[src/rtl/reg_bank_bus_ctrl.sv]
// Register bank for the down-sampling datapath: clr/write/inc micro-ops on the
// addressed register, a registered read onto the shared bus, and an address-error pulse.
module reg_bank_bus_ctrl #(
   parameter int DATA_W   = 8,
   parameter int NUM_REGS = 4,
   parameter int ADDR_W   = 2
) (
   input  logic                       clk,
   input  logic                       rst_n,
   input  logic [ADDR_W-1:0]          reg_addr,
   input  logic                       read,
   input  logic                       write,
   input  logic                       inc,
   input  logic                       clr,
   input  logic [DATA_W-1:0]          bus_in,
   output logic [DATA_W-1:0]          bus_out,
   output logic                       rd_valid,
   output logic                       rd_zero,
   output logic                       addr_err,
   output logic [NUM_REGS*DATA_W-1:0] regs_flat
);

   logic [DATA_W-1:0] regs_q [NUM_REGS];
   logic [DATA_W-1:0] rd_data;
   logic              addr_ok;
   logic              any_op;
   logic              rd_ok;

   // A fully populated address space can never be out of range.
   generate
      if (NUM_REGS == (1 << ADDR_W)) begin : g_full
         assign addr_ok = 1'b1;
      end else begin : g_partial
         localparam logic [ADDR_W:0] NUM_REGS_L = (ADDR_W+1)'(NUM_REGS);
         assign addr_ok = ({1'b0, reg_addr} < NUM_REGS_L);
      end
   endgenerate

   assign any_op = read | write | inc | clr;
   assign rd_ok  = read & addr_ok;

   always_comb begin
      // NOTE: default assigned first so an unmatched address cannot infer a latch.
      rd_data = '0;
      for (int i = 0; i < NUM_REGS; i++) begin
         if (reg_addr == ADDR_W'(i)) rd_data = regs_q[i];
      end
   end

   always_ff @(posedge clk or negedge rst_n) begin
      if (!rst_n) begin
         // NOTE: the bank is built from flops, not RAM, so every word is reset.
         for (int i = 0; i < NUM_REGS; i++) regs_q[i] <= '0;
      end else begin
         for (int i = 0; i < NUM_REGS; i++) begin
            if (reg_addr == ADDR_W'(i)) begin
               // NOTE: non-blocking so the read path sees the pre-edge value.
               if (clr)        regs_q[i] <= '0;
               else if (write) regs_q[i] <= bus_in;
               else if (inc)   regs_q[i] <= regs_q[i] + DATA_W'(1);
            end
         end
      end
   end

   always_ff @(posedge clk or negedge rst_n) begin
      if (!rst_n) begin
         bus_out  <= '0;
         rd_valid <= 1'b0;
         rd_zero  <= 1'b0;
         addr_err <= 1'b0;
      end else begin
         bus_out  <= rd_ok ? rd_data : '0;
         rd_valid <= rd_ok;
         rd_zero  <= rd_ok && (rd_data == '0);
         addr_err <= any_op && !addr_ok;
      end
   end

   generate
      for (genvar gi = 0; gi < NUM_REGS; gi++) begin : g_flat
         assign regs_flat[gi*DATA_W +: DATA_W] = regs_q[gi];
      end
   endgenerate

endmodule

[config.mk]
export PLATFORM = sky130hd
export DESIGN_NAME = reg_bank_bus_ctrl
export DESIGN_NICKNAME = d
export VERILOG_FILES = /design/src/rtl/reg_bank_bus_ctrl.sv
export SDC_FILE = /design/constraint.sdc
export NUM_CORES = 1
export LEC_CHECK = 0
export BUFFER_PORTS_ARGS = -buffer_cell sky130_fd_sc_hd__buf_2
export CORE_UTILIZATION = 50
export DETAILED_ROUTE_END_ITERATION = 7
export PLACE_DENSITY = 0.75
export SLEW_MARGIN = 10
export SYNTH_ARGS = -nofsm -noshare
export SYNTH_HDL_FRONTEND = slang
export SYNTH_SLANG_ARGS = --single-unit
[constraint.sdc]
create_clock -name clk -period 2.87 [get_ports clk]
set_clock_uncertainty 0.15 [all_clocks]
set_input_delay 0.287 -clock clk [delete_from_list [all_inputs] [get_ports clk]]
set_output_delay 0.287 -clock clk [all_outputs]
set_load 0.01 [all_outputs]
==> results.json <==
{
  "synth_cell_types": 55,
  "routed.top_layer": "met4",
  "area_growth_pct": 14.20,
  "crit_type": "in -> reg",
  "synth_area_sq_um": 2609,
  "grt_max_degree": 43,
  "clock_latency_ns": 0.30,
  "grt_usage": 0.2728,
  "hold_violations": 42,
  "syn_inst": 275,
  "cts_tree": "yes",
  "reg2reg_depth": 4,
  "final_util": 0.6105,
  "numCtsBuffers": 5,
  "grt_pass1_wl_mm": 11.05,
  "powerDensity_nw_per_um2": 596.5,
  "rsz0062_at_grt": "no",
  "start_util": 0.5346,
  "design.die.area_sq_um": 5510,
  "power_mw": 1.777,
  "nNetsFinal": 340,
  "cp.required_ns": 2.93,
  "cts_root_buffer": "clkbuf_8",
  "grt_pass1_vias": 2134,
  "critPathCapture": "regs_flat[15]$_DFFE_PN0P_",
  "cp-start-kind": "primary input",
  "crit_fanout": 26,
  "path_buf_inv": 1,
  "setup_viol": 0,
  "syn-num-nets": 295,
  "portBuffers": 57,
  "startpoint": "clr",
  "r2r_start": "regs_flat[25]$_DFFE_PN0P_",
  "yosysWarnings": 0,
  "hold_buffers": 0,
  "via_per_inst": 6.345,
  "fin_crit_sh": 0.6427,
  "worstPathCellList": "buf_2 > or3_1 > nand2b_1 > or4b_1 > o211ai_1",
  "cp_num_cells": 5,
  "cp-end-kind": "flip-flop",
  "core_area_sq_um": 4880,
  "arrival_ns": 1.91,
  "synth_flop_cell": "dfrtp_1",
  "grt_overflow": 0,
  "fin_cells": 388,
  "slowest_delay_ns": 0.58,
  "synth_top_area_frac": 0.4029,
  "met1_length_mm": 2.976,
  "power.leakage_nw": 1.335,
  "clock-sinks": 42,
  "routabilityCongestion": 0.9127,
  "period_minus_slack_ns": 1.845,
  "drc": 0,
  "max_clock_freq_mhz": 542.1,
  "pin_count": 59,
  "n_antenna_cell": 0,
  "violations": "negative hold slack",
  "dp_hpwl_mm": 4.948,
  "wl_mm": 7.044,
  "drive_above_1_share": 0.2523,
  "synth_edf_count": 0,
  "clockBufferDepth": 2,
  "drv_cap": 0,
  "timing.slew.headroom": 0.3832,
  "dr.first_iter.drc_count": 267,
  "crit_slowest_cell": "or4b_1",
  "hold_path_class": "in -> async",
  "critPathTopFamily": "simple AND/OR/NAND/NOR gates",
  "postCtsSetupRepairBufs": 0,
  "yosys.area.top_type": "dfrtp_1",
  "clkSlewWorstSetupHoldPaths_ns": 0.08,
  "dp_cells": 380,
  "slew_violations": 0,
  "whs_ns": -0.02887,
  "avgRoutedWirePerCell_um": 18.15,
  "status": "complete, but fails checks",
  "met2_length_mm": 3.260,
  "die_y_um": 74.23,
  "async_reset_ff_frac": 1.000,
  "worst_pin_slew_ns": 0.9252,
  "netlist_top_cells_area": "dfrtp_1 (40%), mux4_2 (5.2%), nand2_1 (5.0%)",
  "antenna_found_initial": 0,
  "num-fill-cells": 434,
  "reg2reg_slack_ns": 1.08,
  "ys_ff_latch": 42,
  "yosysSeqAreaShare": 0.4029,
  "regToRegEndpoint": "regs_flat[31]$_DFFE_PN0P_",
  "cts_resized": 0,
  "ir_worst_vdd_v": 0.0002895,
  "syn_avg_cell_area_sq_um": 9.486,
  "ant_nets": 0,
  "firstDrtPassIters": 5,
  "via_count": 2462,
  "htree_num_levels": 2,
  "die_width_um": 74.23,
  "wl_met3_um": 744,
  "setup_tns_ns": 0,
  "fp-row-count": 25
}
-- how the worst min path moves through the flow --
stage	from	end	slack, ns	cells after the start
2_1_floorplan	rst_n	bus_out[0]$_DFF_PN0_	-0.16	0
3_3_place_gp	rst_n	bus_out[0]$_DFF_PN0_	0.33	1
3_5_place_dp	rst_n	bus_out[1]$_DFF_PN0_	0.33	1
4_1_cts	rst_n	regs_flat[16]$_DFFE_PN0P_	0.004	1
5_1_grt	read	rd_valid$_DFF_PN0_	0.04	1
6_report	rst_n	regs_flat[16]$_DFFE_PN0P_	-0.03	1
-- stage by stage --
step,setup slack (ns),area (sq um)
final,1.025,2979
after global routing,0.9045,2979
after CTS,1.070,2979
after detailed placement,0.7470,2888
after global placement,0.8007,2888
after floorplan,1.211,2609
-- kinds of logic (layout without fill, tap and decap cells) --
logic type | after synthesis | after routing | share of synthesized area
AO/OA/AOI/OAI | 73 | 73 | 0.1976
adder cells (fa/ha/maj) | 4 | 4 | 0.01919
buffers and inverters | 27 | 73 | 0.05179
flip-flops | 42 | 42 | 0.4029
multiplexers | 15 | 15 | 0.09928
other | 1 | 1 | 0.001437
AND/OR/NAND/NOR | 113 | 113 | 0.2278
-- placed cells by master, fill, tap and decap left out, drive strengths merged, types with 10 or more instances in the layout --
| cell | instances |
|---|---|
| o221ai | 12 |
| o21ai | 14 |
| nor3 | 10 |
| buf | 61 |
| nand3 | 11 |
| dfrtp | 42 |
| a21oi | 11 |
| nand2 | 35 |
| nor2 | 12 |
| o31ai | 12 |
-- final cells by class --
class	instances	area (sq um)	share of cell area
clock buffers	7	86.33	0.02898
clock inverters	1	5.005	0.001680
flip-flops and latches	42	1051	0.3528
repair buffers	61	315.3	0.1058
multi-input cells	206	1423	0.4775
inverters	4	15.01	0.005040
well taps	67	83.83	0.02814
-- Yosys cell counts (all sizes together), types with 9 or more instances --
master and n:
o21ai 14, buf 15, o221ai 12, a21oi 11, and2 9, nor2 12
o31ai 12, nor3 10, nand2 35, nand3 11, nor4 9, dfrtp 42
-- flip-flops by register name, indices dropped and copies added, names as in the netlist --
register,flops
rd_valid,1
bus_out,8
rd_zero,1
regs_flat,32
-- layer usage --
metal,vias to the layer above,global-route usage
met1,1173,0.3984
met2,144,0.4202
met5,-,0
met4,0,0.06709
li1,1135,-
met3,10,0.05285
-- report_power, final --
part	switching, mW	leakage (nW)	internal, mW	total, mW
Combinational	0.271	0.741	0.238	0.510
Sequential	0.179	0.545	0.695	0.873
Clock	0.200	0.0482	0.194	0.394
Total	0.650	1.33	1.13	1.78
-- worst register-to-register path, delay by kind of cell (launching register included) --
| family | cells | cell delay (ns) |
|---|---|---|
| simple gates | 3 | 0.99 |
| flops | 1 | 0.48 |
| compound gates | 1 | 0.09 |
(Power assumes the default switching activity.)
